`config.mk`:
```
export PLATFORM = sky130hd
export DESIGN_NAME = ex_stage
export DESIGN_NICKNAME = d
export VERILOG_FILES = /design/src/rtl/ex_stage.sv
export SDC_FILE = /design/constraint.sdc
export NUM_CORES = 1
export LEC_CHECK = 0
export ABC_AREA = 0
export CAP_MARGIN = 40
export CORE_ASPECT_RATIO = 1.75
export CORE_MARGIN = 8
export CORE_UTILIZATION = 42
export DETAILED_ROUTE_END_ITERATION = 8
export GPL_ROUTABILITY_DRIVEN = 0
export PLACE_DENSITY = 0.65
export SYNTH_ARGS = -nofsm -noshare
export SYNTH_HDL_FRONTEND = slang
export SYNTH_SLANG_ARGS = --single-unit
```
`constraint.sdc`:
```
create_clock -name clk -period 7.85 [get_ports clk]
set_input_delay 1.1775 -clock clk [delete_from_list [all_inputs] [get_ports clk]]
set_output_delay 1.1775 -clock clk [all_outputs]
set_load 0.005 [all_outputs]
```
`src/rtl/ex_stage.sv`:
```
// ex_stage: execute stage with an iterative RV32M multiply/divide sequencer and the EX/MEM register.
// Latency: 1 cycle for ALU ops; M ops hold stall_out 33 cycles and retire on the 34th cycle.
// Backpressure: stall_in freezes the EX/MEM register (and DONE); stall_out holds upstream during M ops.

package ex_stage_pkg;

    typedef struct packed {
        logic [31:0] opr_res;
        logic [31:0] opr_b;
        logic        dm_en;
        logic [2:0]  lsuop;
        logic [4:0]  rd;
        logic [31:0] pc4;
        logic        rf_en;
        logic [1:0]  wb_sel;
    } mem_stage_in_t;

endpackage

module ex_stage
    import ex_stage_pkg::*;
#(
    parameter int DATA_WIDTH = 32
) (
    input  logic                  clk,
    input  logic                  arst,
    input  logic                  valid_in,
    input  logic [DATA_WIDTH-1:0] alu_res,
    input  logic [DATA_WIDTH-1:0] opr_a,
    input  logic [DATA_WIDTH-1:0] opr_b,
    input  logic [DATA_WIDTH-1:0] store_data,
    input  logic                  md_en,
    input  logic [2:0]            mdop,
    input  logic                  dm_en,
    input  logic [2:0]            lsuop,
    input  logic [4:0]            rd,
    input  logic [DATA_WIDTH-1:0] pc4,
    input  logic                  rf_en,
    input  logic [1:0]            wb_sel,
    input  logic                  stall_in,
    input  logic                  flush_in,
    output mem_stage_in_t         ex_stage_out,
    output logic                  valid_out,
    output logic                  stall_out
);

    localparam logic [2:0] MD_MUL    = 3'd0;
    localparam logic [2:0] MD_MULH   = 3'd1;
    localparam logic [2:0] MD_MULHSU = 3'd2;
    localparam logic [2:0] MD_MULHU  = 3'd3;
    localparam logic [2:0] MD_DIV    = 3'd4;
    localparam logic [2:0] MD_DIVU   = 3'd5;
    localparam logic [2:0] MD_REM    = 3'd6;

    typedef enum logic [1:0] {
        IDLE = 2'd0,
        BUSY = 2'd1,
        DONE = 2'd2
    } state_t;

    state_t        state_q, state_d;
    logic [4:0]    cnt_q, cnt_d;
    logic [2:0]    mdop_q, mdop_d;
    // Multiply: {partial product high, multiplier shifting out}. Divide: {remainder, dividend/quotient}.
    logic [63:0]   acc_q, acc_d;
    // Multiplicand magnitude or divisor magnitude.
    logic [31:0]   opd_q, opd_d;
    logic          neg_q, neg_d;
    logic          a_sgn_q, a_sgn_d;
    logic          divz_q, divz_d;
    mem_stage_in_t out_q, out_d;
    logic          vld_q, vld_d;

    logic          md_req;
    logic          a_signed, b_signed, a_neg, b_neg;
    logic [31:0]   a_mag, b_mag;
    logic [32:0]   mul_sum;
    logic          div_ge;
    logic [31:0]   div_diff;
    logic [63:0]   prod;
    logic [31:0]   quo, rem, m_res;

    assign md_req = valid_in & md_en;

    // Operand sign decode and magnitude extraction for a newly arriving M op
    always_comb begin
        a_signed = (mdop == MD_MULH) | (mdop == MD_MULHSU) | (mdop == MD_DIV) | (mdop == MD_REM);
        b_signed = (mdop == MD_MULH) | (mdop == MD_DIV) | (mdop == MD_REM);
        a_neg    = a_signed & opr_a[31];
        b_neg    = b_signed & opr_b[31];
        a_mag    = a_neg ? (32'd0 - opr_a) : opr_a;
        b_mag    = b_neg ? (32'd0 - opr_b) : opr_b;
    end

    // One radix-2 step: shift-add for multiply, trial subtract for restoring divide
    always_comb begin
        mul_sum  = {1'b0, acc_q[63:32]} + {1'b0, opd_q};
        // Shifted remainder is acc_q[63:31]; a set MSB means it exceeds any 32-bit divisor.
        div_ge   = acc_q[63] | (acc_q[62:31] >= opd_q);
        div_diff = acc_q[62:31] - opd_q;
    end

    // Sign fix-up and result selection from the finished accumulator
    always_comb begin
        prod = neg_q ? (64'd0 - acc_q) : acc_q;
        // Divide by zero yields all ones regardless of sign; the remainder path already holds the dividend.
        quo  = divz_q ? 32'hFFFF_FFFF : (neg_q ? (32'd0 - acc_q[31:0]) : acc_q[31:0]);
        rem  = a_sgn_q ? (32'd0 - acc_q[63:32]) : acc_q[63:32];
        case (mdop_q)
            MD_MUL:                       m_res = prod[31:0];
            MD_MULH, MD_MULHSU, MD_MULHU: m_res = prod[63:32];
            MD_DIV, MD_DIVU:              m_res = quo;
            default:                      m_res = rem;
        endcase
    end

    // Sequencer next state: start on a new M op, step while busy, hold DONE until retired
    always_comb begin
        state_d = state_q;
        cnt_d   = cnt_q;
        mdop_d  = mdop_q;
        acc_d   = acc_q;
        opd_d   = opd_q;
        neg_d   = neg_q;
        a_sgn_d = a_sgn_q;
        divz_d  = divz_q;
        case (state_q)
            IDLE: begin
                if (md_req & ~flush_in) begin
                    state_d = BUSY;
                    cnt_d   = 5'd0;
                    mdop_d  = mdop;
                    neg_d   = a_neg ^ b_neg;
                    a_sgn_d = a_neg;
                    divz_d  = (opr_b == 32'd0);
                    if (mdop[2]) begin
                        acc_d = {32'd0, a_mag};
                        opd_d = b_mag;
                    end else begin
                        acc_d = {32'd0, b_mag};
                        opd_d = a_mag;
                    end
                end
            end
            BUSY: begin
                if (flush_in) begin
                    state_d = IDLE;
                end else begin
                    if (mdop_q[2]) begin
                        acc_d = div_ge ? {div_diff, acc_q[30:0], 1'b1} : {acc_q[62:0], 1'b0};
                    end else begin
                        acc_d = acc_q[0] ? {mul_sum, acc_q[31:1]} : {1'b0, acc_q[63:1]};
                    end
                    cnt_d = cnt_q + 5'd1;
                    if (cnt_q == 5'd31) begin
                        state_d = DONE;
                    end
                end
            end
            DONE: begin
                if (flush_in | ~stall_in) begin
                    state_d = IDLE;
                end
            end
            default: state_d = IDLE;
        endcase
    end

    // EX/MEM register: flush beats hold, hold beats capture; M ops only retire from DONE
    always_comb begin
        out_d = out_q;
        vld_d = vld_q;
        if (flush_in) begin
            vld_d = 1'b0;
        end else if (!stall_in) begin
            vld_d          = valid_in & ~(md_en & (state_q != DONE));
            out_d.opr_res  = (md_en & (state_q == DONE)) ? m_res : alu_res;
            out_d.opr_b    = store_data;
            out_d.dm_en    = dm_en;
            out_d.lsuop    = lsuop;
            out_d.rd       = rd;
            out_d.pc4      = pc4;
            out_d.rf_en    = rf_en;
            out_d.wb_sel   = wb_sel;
        end
    end

    // State and pipeline flops; reset drops any in-flight M op
    always_ff @(posedge clk or posedge arst) begin
        if (arst) begin
            state_q <= IDLE;
            cnt_q   <= 5'd0;
            mdop_q  <= 3'd0;
            acc_q   <= 64'd0;
            opd_q   <= 32'd0;
            neg_q   <= 1'b0;
            a_sgn_q <= 1'b0;
            divz_q  <= 1'b0;
            out_q   <= '0;
            vld_q   <= 1'b0;
        end else begin
            state_q <= state_d;
            cnt_q   <= cnt_d;
            mdop_q  <= mdop_d;
            acc_q   <= acc_d;
            opd_q   <= opd_d;
            neg_q   <= neg_d;
            a_sgn_q <= a_sgn_d;
            divz_q  <= divz_d;
            out_q   <= out_d;
            vld_q   <= vld_d;
        end
    end

    assign ex_stage_out = out_q;
    assign valid_out    = vld_q;
    assign stall_out    = stall_in | (md_req & (state_q != DONE));

endmodule
```
==> results.txt, run 1 <==
The register area came out at 5458 µm². The final layout contains routed wiring with a total length of 69870 µm. Routed via count divided by cell count: 5.938.

Data on the critical path arrives at its endpoint at 4.67 ns. 291 I/O pins were placed. Averaged over all synthesized cells, the footprint is 7.602 µm². Entering global routing, the biggest net connects 111 pins.

The net count of the mapped netlist was 2565. The tools report the relative contribution of the clock network to total power as 16.6%. The detailed router finished its first iteration with 1349 violations. The run gives 1 as the deepest level of the CTS H-tree. In the final timing run, aggregate negative setup slack is 0 ns. After synthesis, the cell types taking the most area are dfrtp_1 (31%), nand2_1 (9.4%), a21oi_1 (6.3%).

The remaining routing DRC violations came out at 0. The core region is 41500 µm². After global routing the overflow that remains totals 0.

After clock tree synthesis, the clock-pin slew on the worst setup and hold paths is 0.06 ns. After detailed routing, the average wire length per cell comes to 22.85 µm. The critical path in this run is classified as flip-flop to flip-flop. Number of input and output port buffers inserted: 290. The worst setup path is captured at a flip-flop. The final net count came out at 2740.

Synthesis inferred 218 register bits. The cell accounting for the most synthesized area is dfrtp_1. The quantity of hold-fixing buffers added after cts is 0.

The library cell used most frequently in the layout, excluding fill and tap cells, is nand2_1. Post-route worst hold slack: 0.4699 ns. Setup repair after global routing left no endpoint under its margin. Count of warnings emitted by yosys: 0. The placed wire-length estimate after detailed placement is 53730 µm, and the mapped cell area is 17580 µm².

In this run switching power makes up 47.57% of total power. The portion of total power attributed to sequential cells was 28.2%; the share of synthesized flip-flops with an asynchronous set or reset was 100.0%. Dividing total power by cell area gives a power density of 306.3 nW/µm².

The floorplan has 99 rows. The worst slew margin relative to its limit was 41.39%. The largest fanout on the critical path is 10, and the die footprint is 48910 µm². Counting I/O delays and the setup requirement, the final critical path takes 4.253 ns. In the finished design, the share of the clock period the worst path needs comes to 54.18%. The tool flagged a number of max-cap violations equal to 0. Global-route usage over all layers: 27.68%.

Summed over all nets, the switching power comes to 3.143 mW. The slowest stage of the critical path belongs to the cell nor4_1. In this run the clock root is driven by a clkbuf_16. The number of different library cells used by synthesis comes to 74. The die is 170.6 µm wide. The routed layout has 18160 vias. Setup violations remaining at the end of the flow were counted as 0. For this configuration, the core starts out at a cell density of 42.35%. The number of antenna violations at the first check in global routing is 1, and the post-synthesis cell count is 2312. After synthesis, flip-flops and latches occupy 31.04% of the total area. Area of combinational cells with multiple inputs: 11260 µm². For the worst-skew pair, the clock arrives at the later sink with an insertion delay of 0.55 ns. The run finished with clean final reports. For this design the static power due to leakage is 9.232 nW. Of the post-synthesis cell area, the dominant cell type holds 31.04%. Clock skew on the completed layout was measured at 0.02849 ns. The count of flip-flops with a built-in enable after synthesis came out at 0. The post-layout total power was 6.608 mW. At the placement stage, the worst setup path has a slack of 3.581 ns. The number of global-route vias before repair came out at 17690. For this run, the leading register cell type out of synthesis is dfrtp_1.

Count of buffering cells on the critical path with inverters included: 0. The path class of the tightest hold or removal check is flip-flop to flip-flop. Per report_power, the combinational group accounts for 55.3% of the total. STA classifies the critical path startpoint as a flip-flop. The peak clock frequency supported by timing was 0.2351 GHz; the number of buffers inserted by post-CTS setup repair was 0.

In the layout the commonest cells are nand2_1 (442), clkdlybuf4s50_1 (289), a21oi_1 (220), dfrtp_1 (216), o21ai_0 (180). Final number of max-transition violations: 0. The internal power of the cells totals 3.464 mW.

0 antenna diodes ended up in the layout. The share of final-layout standard cells stronger than drive strength 1 was 3.995%; the required arrival time at the worst endpoint was 8.27 ns. The logs give 8 for the first-pass iteration count of the detailed router and 0 for the final hold violation count. The number of buffers added by the clock tree synthesis step is 23, and the global-route wire length before repair is 105100 µm.

The stage delay of the slowest cell on the critical path is 0.68 ns. Count of cells resized by post-cts repair: 0. TritonCTS built the clock tree.

Traced cell by cell, the critical path runs through nor4_1, or4b_1, or3_4, or2_2, or4_1, o21ai_1, xor2_1, o221ai_1, o211ai_1, nand3_1. For the post-layout worst setup margin, the log shows 3.597 ns. The number of buffers on the longest clock path is 3. Broken down by cell family, the worst path's largest delay share belongs to simple AND/OR/NAND/NOR gates.

Relative to the synthesized area, the layout overhead comes to 22.73%. The slew at the pin closest to its max-slew limit is 0.8792 ns, and the number of sinks on the clock net is 218. The floorplan step set the die height to 286.6 µm. For the peak ir drop on the vdd network, the log shows 0.1438 mV. The tools report the total of fill cells in the finished design as 3892. For the number of antenna-violating nets in the routed design, the log shows 0.
[sequential cells by signal, summed over array words and instances (netlist names)]
| name | count |
|---|---|
| acc_q | 64 |
| cnt_q | 5 |
| state_q | 2 |
| a_sgn_q | 1 |
| opd_q | 32 |
| mdop_q | 3 |
| neg_q | 1 |
| valid_out | 1 |
| ex_stage_out | 108 |
| divz_q | 1 |
[worst register-to-register path, delay by kind of cell (launching register included)]
family / cells / cell delay [ns]
flip-flops: 1 / 0.52
AND/OR/NAND/NOR: 6 / 2.61
XOR/XNOR: 1 / 0.47
AO/OA/AOI/OAI: 3 / 0.52
[logic make-up (layout without fill, tap and decap cells)]
family | Yosys count | in the layout | synth area share, %
and+or+nand+nor | 866 | 866 | 21.91
muxes | 69 | 69 | 3.958
xor gates and xnor gates | 198 | 198 | 9.867
DFF | 218 | 218 | 31.04
AOI/OAI and AO/OA | 659 | 659 | 22.99
buffers and inverters | 230 | 421 | 5.033
adders and majority gates | 72 | 72 | 5.211
[metrics by stage]
stage	cells	instance area [µm²]	util, %
finish	3058	21570	51.98
global route	3058	21570	51.98
CTS	3058	21570	51.98
detailed placement	3017	20850	50.25
global placement	3012	20750	50.00
floorplan	2312	17580	-
[routing by layer]
metal	global-route usage, %	routed length (µm)
met5	0	0
met4	18.97	5253
met3	4.733	5625
met2	48.94	34320
met1	29.48	24670
[final cells by class]
class                           instances  area share [%]
Sequential cell                       218           25.30
Clock buffer                           34           2.999
Tap cell                              555           3.219
Clock inverter                          7          0.3422
Timing Repair Buffer                  323           14.90
Multi-Input combinational cell       1864           52.22
Inverter                               57           1.027
[path summary, 6_finish.rpt]
kind                                                      to  slack, ns                        start  cells past startpoint
worst max-delay path            ex_stage_out[95]$_DFFE_PP0P_       3.60        acc_q[34]$_DFFE_PP0P_                     10
worst min-delay path             ex_stage_out[5]$_DFFE_PP0P_       0.47  ex_stage_out[5]$_DFFE_PP0P_                      2
worst max register to register  ex_stage_out[95]$_DFFE_PP0P_       3.60        acc_q[34]$_DFFE_PP0P_                     10
worst min register to register   ex_stage_out[5]$_DFFE_PP0P_       0.47  ex_stage_out[5]$_DFFE_PP0P_                      2
max in group asynchronous                  neg_q$_DFFE_PP0P_       5.43                         arst                      4
min in group asynchronous       ex_stage_out[37]$_DFFE_PP0P_       1.17                         arst                      2
[power groups by stage]
| stage | sequential, mW | combinational [mW] | clock [mW] |
|---|---|---|---|
| after global routing | 1.88 | 3.99 | 1.15 |
| after global placement | 1.86 | 3.46 | 0 |
| after CTS | 1.84 | 3.57 | 1.11 |
| after floorplan | 1.54 | 2.66 | 0 |
| final | 1.86 | 3.65 | 1.09 |
| after detailed placement | 1.86 | 3.55 | 0 |
[synthesized netlist by cell type (all sizes together), types with 4 or more instances]
library cell / count
nor2: 175
a32oi: 4
dfrtp: 218
mux2i: 65
nor3: 40
o21ai: 188
a211oi: 14
nand4: 15
mux2: 4
o22ai: 6
a21o: 28
o21a: 9
nand3b: 4
a31oi: 23
and2: 11
a21oi: 220
a211o: 7
o211ai: 24
inv: 57
o41ai: 18
clkbuf: 154
nand2b: 16
o31ai: 34
nand2: 442
nand3: 54
o221ai: 18
ha: 70
or4: 19
xnor2: 106
o21bai: 12
a22oi: 4
nor2b: 13
nor4: 14
a221o: 4
a221oi: 13
and3: 16
buf: 19
or2: 10
xor2: 92
or3: 25
a22o: 6
Note: power is estimated with default switching activity, not from simulation.
==> run 2: changes to the inputs <==
Clock period 7.85 ns to 4.3 ns, I/O delays scaled along.
==> run 2 against run 1 <==
Net effect:
- cell count up 0.95%
- sequential power grew 71%
- power is 91% higher
- fmax increased by 6.5%
- hold slack lost 0.065 ns
- die area did not move
- largest power group unchanged
- worst setup slack got worse by 3.3 ns
- highest routed layer unchanged
- largest cell class unchanged
- combinational power increased by 95%
- sequential cell count did not move
- global-route usage down 0.26 points
- clock-buffer cell count decreased by 6
- non-clock buffer count up 29
==> results.txt, run 2 (synthesis gave the netlist of run 1 again) <==
The number of input and output port buffers inserted is 290 (unchanged), and the final net count is 2769 (was 2740). The number of sinks on the clock net was 218 (unchanged); the worst slew margin relative to its limit was 39.28% (was 41.39%). The tools report the number of global-route vias before repair as 17820 (was 17690). The final hold violation count is 0 (unchanged). The routed via count divided by cell count was 5.899 (was 5.938); the number of flip-flops in the largest register was 108 (unchanged). The net switching share of the total power was 46.47% (was 47.57%).

The count of cells resized by post-cts repair is 0 (unchanged), and the total of fill cells in the finished design is 3934 (was 3892). The largest fanout on the critical path is 8 (was 10), and the wire length after detailed routing is 69350 µm (was 69870 µm). The logs give 0 ns (unchanged) for the final total negative setup slack and 56.4% (was 55.3%) for the power share of the combinational group.

The global-route usage over all layers was 27.41% (was 27.68%); the placement-stage cell area was 21130 µm² (was 20850 µm²). The end-of-flow core utilization is 52.98% (was 51.98%), and the minimum period implied by the final worst setup slack is 3.994 ns (was 4.253 ns). TritonCTS built the clock tree.

The layout overhead on the synthesized area works out to 25.09% (was 22.73%). The deepest level of the CTS H-tree is 1 (unchanged), and the total setup violations reported at the end of the flow is 0 (unchanged). The number of rows created at floorplan was 99 (unchanged). The slew at the pin closest to its max-slew limit works out to 0.9107 ns (was 0.8792 ns). The internal cell power was 6.763 mW (was 3.464 mW). For the worst setup skew after layout, the log shows 0.03417 ns (was 0.02849 ns). Final number of max-transition violations: 0 (unchanged).

The placeable core area is 41500 µm² (unchanged). The post-route clock period utilization came out at 92.89% (was 54.18%). The type of the setup path with the least slack is flip-flop to flip-flop (unchanged).

The post-route worst hold slack is 0.4045 ns (was 0.4699 ns), and the number of maximum-capacitance violations is 0 (unchanged). Commonest cells after routing, fill and taps aside: nand2_1 (442), clkdlybuf4s50_1 (289), a21oi_1 (220), dfrtp_1 (216), o21ai_0 (180) (unchanged). The share of final-layout standard cells stronger than drive strength 1 is 5.292% (was 3.995%).

The tools report the number of buffers added by the clock tree synthesis step as 23 (unchanged). The clock-pin slew of the registers on the worst-case setup and hold paths works out to 0.07 ns (was 0.06 ns). The register area was 5458 µm² (unchanged); the power density of the placed cells was 574.6 nW/µm² (was 306.3 nW/µm²). The die footprint was 48910 µm² (unchanged). The run gives 0.3625 mV (was 0.1438 mV) as the peak ir drop on the vdd network. Number of vias in the routed layout: 18210 (was 18160). The area of combinational cells with multiple inputs is 11260 µm² (unchanged). The final design area excluding fillers came out at 21980 µm² (was 21570 µm²). The y dimension of the die is 286.6 µm (unchanged), and the overall die width is 170.6 µm (unchanged).

The number of buffers on the longest clock path is 3 (unchanged). Placed wire-length estimate after detailed placement: 54560 µm (was 53730 µm). The routed length per placed instance was 22.47 µm (was 22.85 µm).

The number of antenna-violating nets in the routed design is 0 (unchanged). The element type at the critical path start is a flip-flop (unchanged). The required arrival time at the worst endpoint was 4.68 ns (was 8.27 ns). The number of design-rule violations left by the first detailed-router iteration is 1588 (was 1349), and the count of pins on the block boundary is 291 (unchanged).

The run gives 5.871 mW (was 3.143 mW) as the reported net switching power. The nature of the critical path endpoint was a flip-flop (unchanged). Root cell of the clock tree: clkbuf_16 (unchanged). The remaining routing DRC violations is 0 (unchanged). The tools report the first-pass iteration count of the detailed router as 5 (was 8). The antenna diode instance count came out at 0 (unchanged).

The class of the tightest hold or removal check is input pin to async pin (was flip-flop to flip-flop). Post-layout total power: 12.63 mW (was 6.608 mW). For the quantity of hold-fixing buffers added after cts, the log shows 0 (unchanged). The commonest non-fill, non-tap cell in the layout was nand2_1 (unchanged). Setup repair after global routing left no endpoint under its margin. The logs give 0 (unchanged) for the number of buffers inserted by post-CTS setup repair and 104300 µm (was 105100 µm) for the global-route wire length before repair. The clock insertion delay at the later pin of the skew report is 0.56 ns (was 0.55 ns). The logs give 0 (unchanged) for the total congestion overflow and 0 (was 1) for the number of antenna violations at the first check in global routing. The relative contribution of the clock network to total power came out at 18.4% (was 16.6%). The portion of total power attributed to sequential cells is 25.1% (was 28.2%). The run finished with clean final reports.

The data arrival time of the worst path was 4.37 ns (was 4.67 ns); the starting density of the core was 42.35% (unchanged). The logs give 93 (was 111) for the largest net degree at the start of global routing and 0.2504 GHz (was 0.2351 GHz) for the peak clock frequency supported by timing. The tools report the leakage power summed over all cells as 9.460 nW (was 9.232 nW).
==> run 2: cell types whose count changed in the layout (fill, tap and decap cells not counted) <==
cell,previous run,this run
clkbuf_8,3,2
inv_16,0,1
clkbuf_1,8,3
clkinvlp_4,1,2
inv_8,1,0
buf_12,2,7
bufinv_16,1,6
buf_4,30,54
==> run 2: per-stage QoR <==
stage | setup WS (ns) | std cells
floorplan | 0.8149 | 2312
global placement | 0.5698 | 3041
detailed placement | 0.4931 | 3046
CTS | 0.4597 | 3087
global route | 0.07569 | 3087
finish | 0.3057 | 3087
==> run 2: layer usage <==
| layer | GRT usage (%) | wire length (µm) | up-vias |
|---|---|---|---|
| met5 | 0 | 0 | - |
| met4 | 22.08 | 6221 | 0 |
| met3 | 4.816 | 5900 | 256 |
| met2 | 46.16 | 32530 | 921 |
| met1 | 29.81 | 24700 | 8502 |
| li1 | - | - | 8531 |
==> run 2: final timing paths <==
check	from	end	slack, ns	depth (start not counted)
max in group asynchronous	arst	ex_stage_out[17]$_DFFE_PP0P_	3.00	4
worst min register to register	ex_stage_out[9]$_DFFE_PP0P_	ex_stage_out[9]$_DFFE_PP0P_	0.47	2
worst max register to register	acc_q[32]$_DFFE_PP0P_	acc_q[63]$_DFFE_PP0P_	0.31	14
worst max-delay path	acc_q[32]$_DFFE_PP0P_	acc_q[63]$_DFFE_PP0P_	0.31	14
min in group clk	ex_stage_out[9]$_DFFE_PP0P_	ex_stage_out[9]$_DFFE_PP0P_	0.47	2
worst min-delay path	arst	acc_q[43]$_DFFE_PP0P_	0.40	2
==> run 2: area by class of cell <==
class | instances | share of cell area, %
clock buffer | 28 | 2.794
sequential | 218 | 24.83
clock inverter | 13 | 1.110
multi-input combinational | 1864 | 51.23
tap | 555 | 3.159
inverter | 57 | 0.9903
timing repair buffer | 352 | 15.89
==> run 2: power by group through the flow <==
| stage | logic (mW) | registers [mW] | clock network (mW) |
|---|---|---|---|
| 2_1_floorplan | 4.85 | 2.81 | 0 |
| 3_3_place_gp | 6.76 | 3.20 | 0 |
| 3_5_place_dp | 6.91 | 3.19 | 0 |
| 4_1_cts | 6.95 | 3.15 | 2.36 |
| 5_1_grt | 7.72 | 3.23 | 2.43 |
| 6_report | 7.13 | 3.18 | 2.33 |
==> run 2: worst max-delay path: stages, from the launching register on <==
cell and delay (ns):
dfrtp_1 0.49, ha_1 0.23, inv_1 0.06, fa_1 0.39, nor2b_1 0.18, o31ai_1 0.11
a21oi_1 0.30, a31oi_1 0.24, o21bai_1 0.37, a31oi_1 0.24, o21ai_0 0.22, buf_4 0.16
a32oi_1 0.13, and3_1 0.17, a2111oi_0 0.53
